===== config.mk =====
export PLATFORM = sky130hd
export DESIGN_NAME = fuel_sequencer_flat
export DESIGN_NICKNAME = d
export VERILOG_FILES = /design/src/rtl/fuel_sequencer_if.sv /design/src/rtl/fuel_sequencer.sv /design/src/flat_wrapper.sv
export SDC_FILE = /design/constraint.sdc
export NUM_CORES = 1
export LEC_CHECK = 0
export CORE_AREA = 2 2 153 125
export CTS_CLUSTER_DIAMETER = 100
export CTS_CLUSTER_SIZE = 28
export DETAILED_ROUTE_END_ITERATION = 7
export DIE_AREA = 0 0 155 127
export PLACE_DENSITY = 0.75
export SYNTH_ARGS = -nofsm -noshare
export SYNTH_HDL_FRONTEND = slang
export SYNTH_SLANG_ARGS = --single-unit

===== constraint.sdc =====
create_clock -name clk -period 9.7 [get_ports clk]
set_clock_uncertainty 0.2 [all_clocks]
set_input_delay 1.94 -clock clk [delete_from_list [all_inputs] [get_ports clk]]
set_output_delay 1.94 -clock clk [all_outputs]
set_load 0.02 [all_outputs]

===== src/rtl/fuel_sequencer_if.sv =====
// fuel_sequencer_if: mass input stream and fuel result stream with valid/ready on both sides.
interface fuel_sequencer_if #(parameter int WIDTH = 32);
  logic             in_valid;
  logic             in_ready;
  logic [WIDTH-1:0] in_mass;
  logic             in_single;
  logic             out_valid;
  logic             out_ready;
  logic [WIDTH-1:0] out_fuel;
  logic             out_ovf;
  modport master (output in_valid, in_mass, in_single, out_ready,
                  input  in_ready, out_valid, out_fuel, out_ovf);
  modport slave  (input  in_valid, in_mass, in_single, out_ready,
                  output in_ready, out_valid, out_fuel, out_ovf);
endinterface


===== src/rtl/fuel_sequencer.sv =====
// fuel_sequencer: multi-cycle fuel = floor(m/3)-2 recurrence on one shared subtractor, single or iterated.
module fuel_sub_cell (
  input  logic a_i,
  input  logic b_i,
  input  logic ci_i,
  output logic s_o,
  output logic co_o
);
  assign s_o  = a_i ^ b_i ^ ci_i;
  assign co_o = (a_i & b_i) | (ci_i & (a_i ^ b_i));
endmodule

module fuel_sequencer #(parameter int WIDTH = 32) (
  input  logic             clk,
  input  logic             rst_n,
  fuel_sequencer_if.slave  bus,
  output logic             busy_o
);
  localparam int CW = $clog2(WIDTH);
  typedef enum logic [2:0] {IDLE, DIV, SUB2, ACC, DONE} state_t;
  state_t           state_q, state_d;
  logic [WIDTH-1:0] m_q, m_d, r_q, r_d, q_q, q_d, f_q, f_d, acc_q, acc_d;
  logic [CW-1:0]    cnt_q, cnt_d, idx;
  logic             mode_q, mode_d, ovf_q, ovf_d;
  logic [WIDTH-1:0] t, sa, sb, diff;
  logic [WIDTH:0]   c, sum;
  logic             nb;
  assign idx  = CW'(WIDTH - 1) - cnt_q;
  assign t    = {r_q[WIDTH-2:0], m_q[idx]};
  assign sa   = state_q == SUB2 ? q_q : t;
  assign sb   = state_q == SUB2 ? WIDTH'(2) : WIDTH'(3);
  assign c[0] = 1'b1;
  assign nb   = c[WIDTH];
  assign sum  = {1'b0, acc_q} + {1'b0, f_q};
  // a - b as a + ~b + 1; carry-out high means no borrow
  for (genvar i = 0; i < WIDTH; i++) begin : g_sub
    fuel_sub_cell u_cell (.a_i(sa[i]), .b_i(~sb[i]), .ci_i(c[i]), .s_o(diff[i]), .co_o(c[i+1]));
  end
  always_comb begin
    state_d = state_q;
    m_d     = m_q;
    r_d     = r_q;
    q_d     = q_q;
    f_d     = f_q;
    acc_d   = acc_q;
    cnt_d   = cnt_q;
    mode_d  = mode_q;
    ovf_d   = ovf_q;
    case (state_q)
      IDLE: if (bus.in_valid) begin
        m_d     = bus.in_mass;
        mode_d  = bus.in_single;
        acc_d   = '0;
        ovf_d   = 1'b0;
        r_d     = '0;
        q_d     = '0;
        cnt_d   = '0;
        state_d = DIV;
      end
      DIV: begin
        r_d     = nb ? diff : t;
        q_d     = {q_q[WIDTH-2:0], nb};
        cnt_d   = cnt_q + 1'b1;
        state_d = cnt_q == CW'(WIDTH - 1) ? SUB2 : DIV;
      end
      SUB2: begin
        f_d     = diff;
        state_d = (!nb || diff == '0) ? DONE : ACC;
      end
      ACC: begin
        acc_d   = sum[WIDTH-1:0];
        ovf_d   = ovf_q | sum[WIDTH];
        state_d = mode_q ? DONE : DIV;
        if (!mode_q) begin
          m_d   = f_q;
          r_d   = '0;
          q_d   = '0;
          cnt_d = '0;
        end
      end
      DONE: state_d = bus.out_ready ? IDLE : DONE;
      default: state_d = IDLE;
    endcase
  end
  always_ff @(posedge clk or negedge rst_n) begin
    if (!rst_n) begin
      state_q <= IDLE;
      m_q     <= '0;
      r_q     <= '0;
      q_q     <= '0;
      f_q     <= '0;
      acc_q   <= '0;
      cnt_q   <= '0;
      mode_q  <= 1'b0;
      ovf_q   <= 1'b0;
    end else begin
      state_q <= state_d;
      m_q     <= m_d;
      r_q     <= r_d;
      q_q     <= q_d;
      f_q     <= f_d;
      acc_q   <= acc_d;
      cnt_q   <= cnt_d;
      mode_q  <= mode_d;
      ovf_q   <= ovf_d;
    end
  end
  assign bus.in_ready  = state_q == IDLE;
  assign bus.out_valid = state_q == DONE;
  assign bus.out_fuel  = bus.out_valid ? acc_q : '0;
  assign bus.out_ovf   = bus.out_valid & ovf_q;
  assign busy_o        = state_q != IDLE;
endmodule


===== src/flat_wrapper.sv =====
// flat-port wrapper written by rule: the top's interface ports become plain ports
module fuel_sequencer_flat 
#(parameter int WIDTH = 32)
  (clk, rst_n, busy_o, bus_in_valid, bus_in_mass, bus_in_single, bus_out_ready, bus_in_ready, bus_out_valid, bus_out_fuel, bus_out_ovf);
  fuel_sequencer_if #(.WIDTH(WIDTH)) bus_i ();
  input  logic clk;
  input  logic rst_n;
  output logic busy_o;
  input wire logic [$bits(bus_i.in_valid)-1:0] bus_in_valid;
  input wire logic [$bits(bus_i.in_mass)-1:0] bus_in_mass;
  input wire logic [$bits(bus_i.in_single)-1:0] bus_in_single;
  input wire logic [$bits(bus_i.out_ready)-1:0] bus_out_ready;
  output wire logic [$bits(bus_i.in_ready)-1:0] bus_in_ready;
  output wire logic [$bits(bus_i.out_valid)-1:0] bus_out_valid;
  output wire logic [$bits(bus_i.out_fuel)-1:0] bus_out_fuel;
  output wire logic [$bits(bus_i.out_ovf)-1:0] bus_out_ovf;
  assign bus_i.in_valid = bus_in_valid;
  assign bus_i.in_mass = bus_in_mass;
  assign bus_i.in_single = bus_in_single;
  assign bus_i.out_ready = bus_out_ready;
  assign bus_in_ready = bus_i.in_ready;
  assign bus_out_valid = bus_i.out_valid;
  assign bus_out_fuel = bus_i.out_fuel;
  assign bus_out_ovf = bus_i.out_ovf;
  fuel_sequencer #(.WIDTH(WIDTH)) u_core (.clk(clk), .rst_n(rst_n), .bus(bus_i), .busy_o(busy_o));
endmodule

**After elaboration in Yosys (flattened, before gate mapping)**

Index checks and enable logic that the tools add are counted.

- Bits in registers: 169
- Output and inout port bits: 36
- Word-level logic and storage cells: 249

- Add/sub/neg operators: 3
- Magnitude comparators: 1
- Eq/ne operators: 7
- Multiplexer cells: 25
- Bitwise operators: 193
- Reductions and logical operators: 11

Operators with widths:

| operator | count |
|---|---|
| 32-bit 2-to-1 mux | 6 |
| 32-bit case mux with 2 select lines | 2 |
| 32-bit case mux with 3 select lines | 1 |
| 31-bit case mux with 3 select lines | 1 |
| 1-bit AND | 64 |
| 1-bit XOR | 63 |
| 32-bit by 32-bit adder with 33-bit output | 1 |
| 1-bit bitwise OR | 33 |
| 32-bit zero test | 1 |
| 31-bit 2-to-1 mux | 1 |
| 1-bit NOT (first input constant) | 31 |
| 3-bit case mux with 5 select lines | 1 |
| 5-bit case mux with 3 select lines | 1 |
| 3-bit 2-to-1 mux | 4 |
| 5-bit 2-to-1 mux | 2 |
| 3-bit by 2-bit equality test with 1-bit output (second input constant) | 2 |
| 5-bit by 6-bit < comparator with 1-bit output (second input constant) | 1 |
| 3-bit AND reduction | 2 |
| 3-bit nonzero test | 2 |
| 5-bit by 1-bit adder with 5-bit output (second input constant) | 1 |
| 1-bit binary-select mux with 5-bit select | 1 |
| 5-bit equality test (second input constant) | 1 |
| 5-bit subtractor (first input constant) | 1 |
| 2-bit != test (second input constant) | 2 |
| 11 further kinds | 15 |

**Depth between registers and ports, before layout**

Gate-level depths: netlist of the first run.

- Word-level depth: 72
- Mapped depth: 46
- Gate-level depth less buffers: 45

**Cells and area by module**

Synthesis of the first run repeated with hierarchy kept, for this count alone.

- Cells, all modules: 995
- Area total of the unflattened synthesis: 10098.4 µm²

Modules (own cells, without submodules):

| module | instances | cells each | area an instance (µm²) |
|---|---|---|---|
| fuel_sequencer | 1 | 963 | 9457.8 |
| fuel_sub_cell | 32 | 1 | 20.0 |

**Worst setup path before layout of the first run**

No wires, ideal clock.

- Path kind: reg-to-reg
- Start point: register u_core.state_q[1]
- End point: register u_core.state_q[0]
- Arrival: 8.201 ns
- Data required time: 9.428 ns
- Slack: 1.227 ns
- Stages on the path, launching flop included: 47
- Buffers on the path: 4
- Cells stage by stage: dfrtp_1 > clkbuf_1 > or3b_2 > clkbuf_1 > buf_1 > clkbuf_1 > o21ai_0 > ha_1 > inv_1 > ha_1 > inv_1 > ha_1 > ha_1 > ha_1 > ha_1 > ha_1 > ha_1 > ha_1 > (+11 left out) > ha_1 > ha_1 > ha_1 > ha_1 > ha_1 > ha_1 > ha_1 > ha_1 > ha_1 > ha_1 > ha_1 > ha_1 > nand4_1 > nor4_1 > a21oi_1 > inv_1 > mux4_2 > nor2_1

- Word-level cells in the longest chain between the ends: 71

RTL lines:

| item | RTL line | text |
|---|---|---|
| start, declared | fuel_sequencer.sv:21 | `state_t state_q, state_d;` |
| start signal, assigned | fuel_sequencer.sv:97 | `state_q <= state_d;` |
| branches (longest 71 deep; another with 3-bit by 2-bit equality test with 1-bit output) | -- |  |

Parallel ways; which one is timed is not known.
A chain may end at the register's enable or synchronous reset.

**Worst setup path in the final report of the first run**

- Start point: register u_core.cnt_q[0]
- End point: register u_core.state_q[0]

- Word-level cells in the longest chain between the ends: 72

RTL lines:

| item | RTL line | text |
|---|---|---|
| start, declared | fuel_sequencer.sv:23 | `logic [CW-1:0] cnt_q, cnt_d, idx;` |
| start signal, assigned | fuel_sequencer.sv:103 | `cnt_q <= cnt_d;` |
| branches (longest 71 deep; another with 5-bit subtractor) | -- |  |
| 3-bit case mux with 5 select lines * | fuel_sequencer.sv:49 | `case (state_q)` |

Every way passes the cells marked *. The select of a mux whose other input is x is not followed.

==> results.tsv, run 1 <==
stage	metric	value	unit
critical_path	critPathMaxStageDelay	0.70	ns
critical_path	crit_type	reg2reg	
synth	ys_ff_latch	169	
clocking	cts.repair.resized	0	
global_routing	grt_first_pass_wirelength	40600	microns
synth	synth-seq-area-share	43.0	%
placement	io_buffers	72	
run_status	status	finished clean	
detailed_routing	dr.pass1.iters	8	
synth	synth_edf_count	0	
cells_and_area	num_antenna_cells	0	
placement	place.gp.congestion	0.929	
critical_path	arrival	8.89	ns
synth	synth_nets	1219	
pwr	power_frac_comb	36.0	%
clocking	clock_latency	0.43	ns
critical_path	endpoint_kind	flip-flop	
sta	period_minus_slack	8.79	ns
min_path	holdCritPathClass	reg2reg	
sta	fin_crit_sh	90.6	%
pwr	clkPwrFrac	24.1	%
cells_and_area	final_util	62.5	%
clocking	post-cts-setup-buffers	0	
pwr	swShare	37.9	%
die	ios	73	
cells_and_area	seq_area	4230	sq um
detailed_routing	vias_per_cell	6.00	
detailed_routing	wire_per_inst	18.1	microns
die	coreArea	18000	sq um
synth	avgSynthCellArea	8.82	sq um
synth	synth_ff_type	dfrtp_1	
sta	tns	0	ns
pwr	peakVddDrop	158	uV
detailed_routing	drt_iter0_markers	696	
sta	fmax	114	MHz
flow_run	cap_violations	0	
cells_and_area	multi_input_area	5260	sq um
pwr	power_density	268	nW/um^2
sta	final-max-slew-violation-count	0	
cells_and_area	drive_gt1_share	5.67	%
critical_path	cp.required	9.80	ns
clocking	cts.path.max_buffers	2	
global_routing	grt-ovfl-total	0	
synth	synth_cells	1115	
global_routing	grt_pass1_vias	7612	
pwr	power_leakage	0.00528	uW
sta	setup_violations	0	
detailed_routing	routed_wl	24900	microns
pwr	internal-power	1880	uW
global_routing	grt_use_total	26.0	%
sta	hold_violations	0	
critical_path	cp-start-kind	flip-flop	
synth	async_flop_share	100	%
sta	slew_headroom	27.1	%
global_routing	antenna_found_initial	0	
die	fp.dieArea	19700	sq um
clocking	htree_levels	4	
die	rows	44	
clocking	clk_pin_slew	0.06	ns
critical_path	critical-path-top-delay-family	adder cells	
die	die_y	127	microns
clocking	clock-sinks	169	
placement	dp_hpwl	16800	microns
sta	grt_setup_unrepaired	no	
sta	worst_pin_slew	1.09	ns
pwr	seq_power_share	39.9	%
detailed_routing	drc	0	
synth	yosysWarnings	0	
critical_path	path_max_fanout	12	
synth	synth.distinct_cells	56	
cells_and_area	synthToLayoutAreaGrowth	14.3	%
die	die-width	155	microns
clocking	cts_hold_buf	0	
global_routing	grt_max_degree	102	
clocking	cts-buffers-inserted	17	
detailed_routing	vias	8250	
synth	syn-cell-area	9830	sq um
pwr	power.switching	1140	uW
detailed_routing	ant_nets	0	
cells_and_area	fillers	1475	
cells_and_area	final_nets	1237	
critical_path	critical_path_buf_inv_count	3	
critical_path	cp_common_cell	ha_1	
clocking	cts_tree	yes	
die	start_util	54.6	%
critical_path	crit_path_top_delay_cell	dfrtp_1	
clocking	cts_root_buf	clkbuf_16	
[metrics by stage]
step | std cells | instance area [sq um] | setup slack [ns] | hold slack [ns] | total power, uW
2_1_floorplan | 1115 | 9830 | 1.23 | 0.266 | 1950
3_3_place_gp | 1344 | 10600 | 1.20 | 0.293 | 2240
3_5_place_dp | 1344 | 10600 | 0.929 | 0.299 | 2290
4_1_cts | 1376 | 11200 | 0.899 | 0.315 | 3020
5_1_grt | 1376 | 11200 | 0.282 | 0.341 | 3220
6_report | 1376 | 11200 | 0.913 | 0.310 | 3020
[kinds of logic (layout without fill, tap and decap cells)]
| group | count (synthesis) | in the layout | share of synthesized area [%] |
|---|---|---|---|
| AOI/OAI and AO/OA | 304 | 304 | 18.5 |
| xor gates and xnor gates | 25 | 25 | 2.23 |
| adders and majority gates | 67 | 67 | 8.60 |
| buffers and inverters | 95 | 126 | 3.74 |
| DFF | 169 | 169 | 43.0 |
| muxes | 47 | 47 | 6.22 |
| and+or+nand+nor | 408 | 408 | 17.7 |
[worst min-delay path: cells and delay by family (launching register included)]
kind,cells,cell delay [ns]
and+or+nand+nor,2,0.12
DFF,1,0.37
[power by group through the flow]
stage	clock network [uW]	registers, uW	logic (uW)
finish	727	1200	1090
global route	764	1230	1230
CTS	737	1200	1090
detailed placement	0	1200	1080
global placement	0	1200	1040
floorplan	0	1100	850
[cell usage after synthesis (3+ instances only)]
master	instances	share of area, %
or3_1	3	0.19
nand2b_1	4	0.25
o21ai_1	4	0.20
mux2i_1	33	3.4
clkbuf_1	72	2.7
o21bai_1	5	0.38
buf_2	9	0.46
mux2_2	3	0.34
nor3_1	3	0.15
xnor2_1	12	1.1
nand3_1	7	0.36
nor2_1	85	3.2
nand2_1	242	9.2
mux4_2	11	2.5
nand4_1	16	1.0
a21o_1	18	1.4
a21oi_1	64	3.3
a211oi_1	6	0.46
o22ai_1	31	2.0
inv_1	12	0.46
o21ai_0	114	5.8
nand3b_1	3	0.23
dfrtp_1	169	43
xor2_1	13	1.2
nor4_1	3	0.19
o21a_1	4	0.31
a22o_1	4	0.36
a31oi_1	35	2.2
and3_1	34	2.2
ha_1	66	8.4
[cells in the final DEF, fill, tap and decap left out, drive strengths merged, types with 4 or more instances in the layout]
cell / instances
a21oi: 65
dfrtp: 169
buf: 11
mux4: 11
bufinv: 4
a21o: 18
inv: 12
o21a: 4
a211oi: 7
o21bai: 6
nand4: 16
a31oi: 35
nand2b: 4
nand3: 7
nor2: 86
xnor2: 12
nand2: 242
mux2i: 33
clkdlybuf4s50: 71
o21ai: 118
clkbuf: 25
xor2: 13
a22o: 4
o22ai: 31
ha: 66
and3: 34
[routing by layer]
layer	track usage [%]	part of all wire [%]	up-vias
li1	-	-	3972
met1	37.9	46	3944
met2	38.8	44	299
met3	6.89	8.0	35
met4	6.92	1.8	0
met5	0	0	-
[worst paths after layout]
kind | cells past startpoint | from | slack (ns) | end
worst min-delay path | 2 | u_core.acc_q[21] | 0.31 | u_core.acc_q[21]
min in group asynchronous | 1 | rst_n | 1.38 | u_core.acc_q[25]
worst min register to register | 2 | u_core.acc_q[21] | 0.31 | u_core.acc_q[21]
max in group asynchronous | 2 | rst_n | 6.44 | u_core.r_q[6]
worst max-delay path | 45 | u_core.cnt_q[0] | 0.91 | u_core.state_q[0]
worst max register to register | 45 | u_core.cnt_q[0] | 0.91 | u_core.state_q[0]
[flip-flops by register name, indices dropped and copies added (netlist names)]
signal,count
u_core.ovf_q,1
u_core.cnt_q,5
u_core.m_q,32
u_core.f_q,32
u_core.mode_q,1
u_core.state_q,3
u_core.q_q,32
u_core.r_q,31
u_core.acc_q,32
[cell type report]
| type | count | share of cell area [%] |
|---|---|---|
| clock inverters | 7 | 1.24 |
| clock buffers | 25 | 4.32 |
| multi-input cells | 851 | 46.8 |
| repair buffers | 82 | 7.09 |
| flip-flops and latches | 169 | 37.6 |
| well taps | 230 | 2.56 |
| inverters | 12 | 0.401 |
Note: power is estimated with default switching activity, not from simulation.
==> inputs of run 2 (changes only) <==
Settings changed: CAP_MARGIN set to 20, CTS_CLUSTER_SIZE 28 to 14.
==> results.tsv, run 2 (synthesis gave the netlist of run 1 again) <==
stage	metric	value	unit	change
detailed_routing	vias_per_cell	5.95		was 6.00
cells_and_area	layout_commonest_cell	nand2_1		unchanged
cells_and_area	fillers	1467		was 1475
global_routing	grt-ovfl-total	0		unchanged
die	rows	44		unchanged
flow_run	cap_violations	0		unchanged
clocking	cts-buffers-inserted	17		unchanged
clocking	cts_root_buf	clkbuf_16		unchanged
cells_and_area	stdcell_area	11300	sq um	was 11200 sq um
sta	hold_violations	0		unchanged
global_routing	grt_use_total	26.0	%	unchanged
cells_and_area	final_nets	1239		was 1237
critical_path	crit_path_top_delay_cell	dfrtp_1		unchanged
clocking	post-cts-setup-buffers	0		unchanged
global_routing	grt_pass1_vias	7612		unchanged
detailed_routing	route.met3.wl	1970	microns	was 1990 microns
detailed_routing	ant_nets	0		unchanged
pwr	power_leakage	0.00531	uW	was 0.00528 uW
cells_and_area	multi_input_area	5260	sq um	unchanged
clocking	cts.path.max_buffers	2		unchanged
pwr	power_density	268	nW/um^2	about the same
detailed_routing	dr.pass1.iters	5		was 8
clocking	cts_tree	yes		unchanged
detailed_routing	drt_iter0_markers	755		was 696
sta	worst_pin_slew	0.994	ns	was 1.09 ns
cells_and_area	seq_area	4230	sq um	unchanged
clocking	clock_latency	0.43	ns	about the same
sta	setup_violations	0		unchanged
die	ios	73		unchanged
critical_path	critical_path_buf_inv_count	3		unchanged
global_routing	grt_first_pass_wirelength	40600	microns	unchanged
die	fp.dieArea	19700	sq um	unchanged
clocking	htree_levels	4		unchanged
critical_path	critPathMaxStageDelay	0.69	ns	was 0.70 ns
detailed_routing	wl_met1	11700	microns	was 11500 microns
die	die-width	155	microns	unchanged
detailed_routing	met2_length	10900	microns	about the same
sta	final-max-slew-violation-count	0		unchanged
sta	period_minus_slack	8.80	ns	was 8.79 ns
global_routing	antenna_found_initial	0		unchanged
critical_path	crit_type	reg2reg		unchanged
placement	dp.cells	1344		unchanged
cells_and_area	synthToLayoutAreaGrowth	14.9	%	was 14.3%
clocking	cts.repair.resized	0		unchanged
critical_path	critical-path-top-delay-family	adder cells		unchanged
cells_and_area	layout_common_cells	nand2_1 (242), dfrtp_1 (169), o21ai_0 (114)		unchanged
clocking	cts_hold_buf	0		unchanged
placement	dp_slack	0.929	ns	unchanged
cells_and_area	final_util	62.8	%	was 62.5%
sta	grt_setup_unrepaired	no		unchanged
critical_path	cp-start-kind	flip-flop		unchanged
critical_path	path_max_fanout	12		unchanged
placement	dp_hpwl	16800	microns	unchanged
detailed_routing	wire_per_inst	18.2	microns	was 18.1 microns
clocking	clk_pin_slew	0.06	ns	about the same
detailed_routing	highest_layer	met4		unchanged
pwr	peakVddDrop	159	uV	was 158 uV
cells_and_area	drive_gt1_share	5.84	%	was 5.67%
placement	placed_area	10600	sq um	unchanged
critical_path	cp.required	9.80	ns	about the same
min_path	holdCritPathClass	reg2reg		unchanged
sta	finalWorstSetupSlack	0.901	ns	was 0.913 ns
die	coreArea	18000	sq um	unchanged
run_status	status	finished clean		unchanged
detailed_routing	routed_wl	25000	microns	was 24900 microns
sta	fmax	114	MHz	about the same
cells_and_area	num_antenna_cells	0		unchanged
critical_path	endpoint_kind	flip-flop		unchanged
placement	io_buffers	72		unchanged
critical_path	cp_common_cell	ha_1		unchanged
placement	place.gp.congestion	0.929		unchanged
die	start_util	54.6	%	unchanged
detailed_routing	vias	8194		was 8250
cells_and_area	stdcell_count	1378		was 1376
critical_path	arrival	8.90	ns	was 8.89 ns
clocking	clock-sinks	169		unchanged
sta	fin_crit_sh	90.7	%	was 90.6%
sta	slew_headroom	33.8	%	was 27.1%
die	die_y	127	microns	unchanged
detailed_routing	drc	0		unchanged
sta	tns	0	ns	unchanged
global_routing	grt_max_degree	102		unchanged
[run 2: tightest hold or removal path, cell delays in order, from the launching register on]
cell	delay, ns
dfrtp_1	0.37
nand2_1	0.06
nand2_1	0.06
[run 2: final cells by class]
cell class / instances / share of cell area [%]
clock buffers: 25 / 4.30
clock inverters: 7 / 1.23
inverters: 12 / 0.399
multi-input cells: 851 / 46.6
repair buffers: 84 / 7.54
well taps: 230 / 2.55
flip-flops and latches: 169 / 37.4
[run 2: path summary, 6_finish.rpt]
path	start	end	slack, ns	cells past startpoint
max	u_core.cnt_q[0]	u_core.state_q[0]	0.90	45
min in group asynchronous	rst_n	u_core.acc_q[25]	1.37	1
min	u_core.acc_q[21]	u_core.acc_q[21]	0.31	2
max reg2reg	u_core.cnt_q[0]	u_core.state_q[0]	0.90	45
max in group asynchronous	rst_n	u_core.q_q[4]	6.85	3
min reg2reg	u_core.acc_q[21]	u_core.acc_q[21]	0.31	2
[run 2: stage by stage]
step	hold slack (ns)	power (uW)
final	0.310	3030
after floorplan	0.266	1950
after CTS	0.315	3020
after global placement	0.293	2240
after detailed placement	0.299	2290
after global routing	0.341	3240
[run 2: report_power, final]
part	leakage [uW]	switching [uW]	internal, uW
clock network	0.000305	275	452
logic	0.00291	629	472
registers	0.00209	241	960
[run 2: layer usage]
layer / vias up / track usage, %
met2: 268 / 38.8
met4: 0 / 6.92
met3: 31 / 6.89
met1: 3917 / 37.9
li1: 3978 / -
met5: - / 0
==> inputs of run 3 (changes only) <==
--- a/config.mk
+++ b/config.mk
@@ -12,4 +12,5 @@
 export DETAILED_ROUTE_END_ITERATION = 7
 export DIE_AREA = 0 0 155 127
+export MAX_ROUTING_LAYER = met4
 export PLACE_DENSITY = 0.75
 export SYNTH_ARGS = -nofsm -noshare
==> constraint.sdc (replaced) <==
create_clock -name clk -period 9.7 [get_ports clk]
set_clock_uncertainty 0.2 [all_clocks]
set_input_delay 1.94 -clock clk [delete_from_list [all_inputs] [get_ports clk]]
set_output_delay 1.94 -clock clk [all_outputs]
set_load 0.05 [all_outputs]
==> results.tsv, run 3 (synthesis gave the netlist of run 1 again) <==
stage	metric	value	unit	change
pwr	swShare	39.6	%	was 37.8%
global_routing	grt_max_degree	97		was 102
critical_path	cp-start-kind	flip-flop		unchanged
critical_path	r2r_cells	45		unchanged
min_path	holdCritPathClass	reg2reg		unchanged
global_routing	antenna_found_initial	0		unchanged
critical_path	endpoint_kind	flip-flop		unchanged
clocking	clk_pin_slew	0.06	ns	about the same
placement	dp_hpwl	16800	microns	about the same
sta	hold_violations	0		unchanged
clocking	htree_levels	4		unchanged
critical_path	cp_common_cell	ha_1		unchanged
critical_path	critPathMaxStageDelay	0.69	ns	about the same
cells_and_area	layout_commonest_cell	nand2_1		unchanged
critical_path	timing.rr.start	u_core.cnt_q[0]		unchanged
global_routing	grt_pass1_vias	7508		was 7612
sta	worst_pin_slew	0.965	ns	was 0.994 ns
clocking	cts-buffers-inserted	17		unchanged
critical_path	arrival	8.78	ns	was 8.90 ns
global_routing	grt-ovfl-total	0		unchanged
clocking	cts_tree	yes		unchanged
detailed_routing	drt_iter0_markers	765		was 755
clocking	post-cts-setup-buffers	0		unchanged
sta	period_minus_slack	8.67	ns	was 8.80 ns
die	die_y	127	microns	unchanged
die	coreArea	18000	sq um	unchanged
clocking	cts_hold_buf	0		unchanged
min_path	worstHoldStart	u_core.q_q[15]		was u_core.acc_q[21]
sta	fin_crit_sh	89.4	%	was 90.7%
die	die-width	155	microns	unchanged
die	fp.dieArea	19700	sq um	unchanged
die	start_util	54.6	%	unchanged
sta	tns	0	ns	unchanged
pwr	power.switching	1160	uW	was 1140 uW
pwr	power_leakage	0.00524	uW	was 0.00531 uW
sta	finalWorstSetupSlack	1.03	ns	was 0.901 ns
sta	grt_setup_unrepaired	no		unchanged
critical_path	crit_path_top_delay_cell	dfrtp_1		unchanged
detailed_routing	ant_nets	0		unchanged
pwr	peakVddDrop	139	uV	was 159 uV
critical_path	cp.required	9.80	ns	about the same
pwr	seq_power_share	40.8	%	was 39.7%
flow_run	cap_violations	0		unchanged
pwr	internal-power	1770	uW	was 1880 uW
clocking	cts.repair.resized	0		unchanged
sta	setup_violations	0		unchanged
detailed_routing	dr.pass1.iters	7		was 5
detailed_routing	drc	0		unchanged
pwr	power	2940	uW	was 3030 uW
sta	final-max-slew-violation-count	0		unchanged
global_routing	grt_use_total	26.4	%	was 26.0%
pwr	power_frac_comb	37.8	%	was 36.3%
cells_and_area	layout_common_cells	nand2_1 (242), dfrtp_1 (169), o21ai_0 (114)		unchanged
critical_path	path_max_fanout	12		unchanged
sta	fmax	115	MHz	was 114 MHz
critical_path	rr_endpoint	u_core.state_q[0]		unchanged
clocking	clock_latency	0.43	ns	about the same
pwr	clkPwrFrac	21.4	%	was 24.0%
placement	place.gp.congestion	0.935		was 0.929
critical_path	crit_start	u_core.cnt_q[0]		unchanged
detailed_routing	vias	8226		was 8194
pwr	power_density	262	nW/um^2	was 268 nW/um^2
critical_path	rrSetupSlack	1.03	ns	was 0.90 ns
cells_and_area	num_antenna_cells	0		unchanged
critical_path	crit_type	reg2reg		unchanged
min_path	hold_path_depth	2		unchanged
placement	io_buffers	72		unchanged
sta	slew_headroom	35.6	%	was 33.8%
cells_and_area	final_util	62.2	%	was 62.8%
detailed_routing	vias_per_cell	5.97		was 5.95
clocking	cts.path.max_buffers	2		unchanged
cells_and_area	drive_gt1_share	6.10	%	was 5.84%
global_routing	grt_first_pass_wirelength	40200	microns	was 40600 microns
detailed_routing	wire_per_inst	18.0	microns	was 18.2 microns
cells_and_area	synthToLayoutAreaGrowth	13.8	%	was 14.9%
min_path	holdPathEnd	u_core.q_q[16]		was u_core.acc_q[21]
die	ios	73		unchanged
cells_and_area	final_nets	1239		unchanged
placement	dp_slack	1.04	ns	was 0.929 ns
clocking	cts_root_buf	clkbuf_16		unchanged
run_status	status	finished clean		unchanged
die	rows	44		unchanged
sta	hold_ws	0.309	ns	was 0.310 ns
clocking	clock-sinks	169		unchanged
detailed_routing	routed_wl	24900	microns	was 25000 microns
## run 3: cell types whose count changed in the layout (fill, tap and decap cells not counted), sizes merged
cell / before / now
clkbuf: 25 / 21
bufinv: 4 / 0
clkinvlp: 0 / 5
clkinv: 3 / 6
## run 3: metal layers
layer  wire length (microns)  track usage, %
met4                     266            5.45
met5                       0               -
met1                   11900            38.8
met3                    1650            4.99
met2                   11100            38.6
## run 3: cell type report
type	count	area, sq um
Clock inverter	11	75.1
Fill cell	1503	6810
Inverter	12	45.0
Clock buffer	21	460
Multi-Input combinational cell	851	5260
Timing Repair Buffer	84	832
Tap cell	230	288
Sequential cell	169	4230
## run 3: worst max-delay path by stage
stage / endpoint / slack [ns] / cells after the start
after floorplan: u_core.state_q[0] / 1.23 / 46
after global placement: u_core.state_q[0] / 1.24 / 45
after detailed placement: u_core.state_q[0] / 1.04 / 45
after CTS: u_core.state_q[0] / 0.96 / 45
after global routing: u_core.state_q[0] / 0.50 / 45
final: u_core.state_q[0] / 1.03 / 45
## run 3: power groups by stage
| stage | Clock, uW | Combinational, uW | Sequential, uW |
|---|---|---|---|
| 5_1_grt | 664 | 1240 | 1230 |
| 6_report | 627 | 1110 | 1200 |
| 2_1_floorplan | 0 | 856 | 1100 |
| 3_5_place_dp | 0 | 1090 | 1200 |
| 4_1_cts | 637 | 1100 | 1190 |
| 3_3_place_gp | 0 | 1050 | 1200 |
## run 3: critical path, delay by kind of cell (launching register included)
family / cells / cell delay (ns)
multiplexers: 4 / 0.90
AND/OR/NAND/NOR: 4 / 0.48
buffers and inverters: 3 / 0.17
adder cells (fa/ha/maj): 32 / 5.89
flip-flops: 1 / 0.69
AO/OA/AOI/OAI: 2 / 0.24
## run 3: metrics by stage
step / instances / cell area (sq um)
finish: 1378 / 11200
global route: 1378 / 11200
CTS: 1377 / 11200
detailed placement: 1345 / 10600
global placement: 1345 / 10600
floorplan: 1115 / 9830
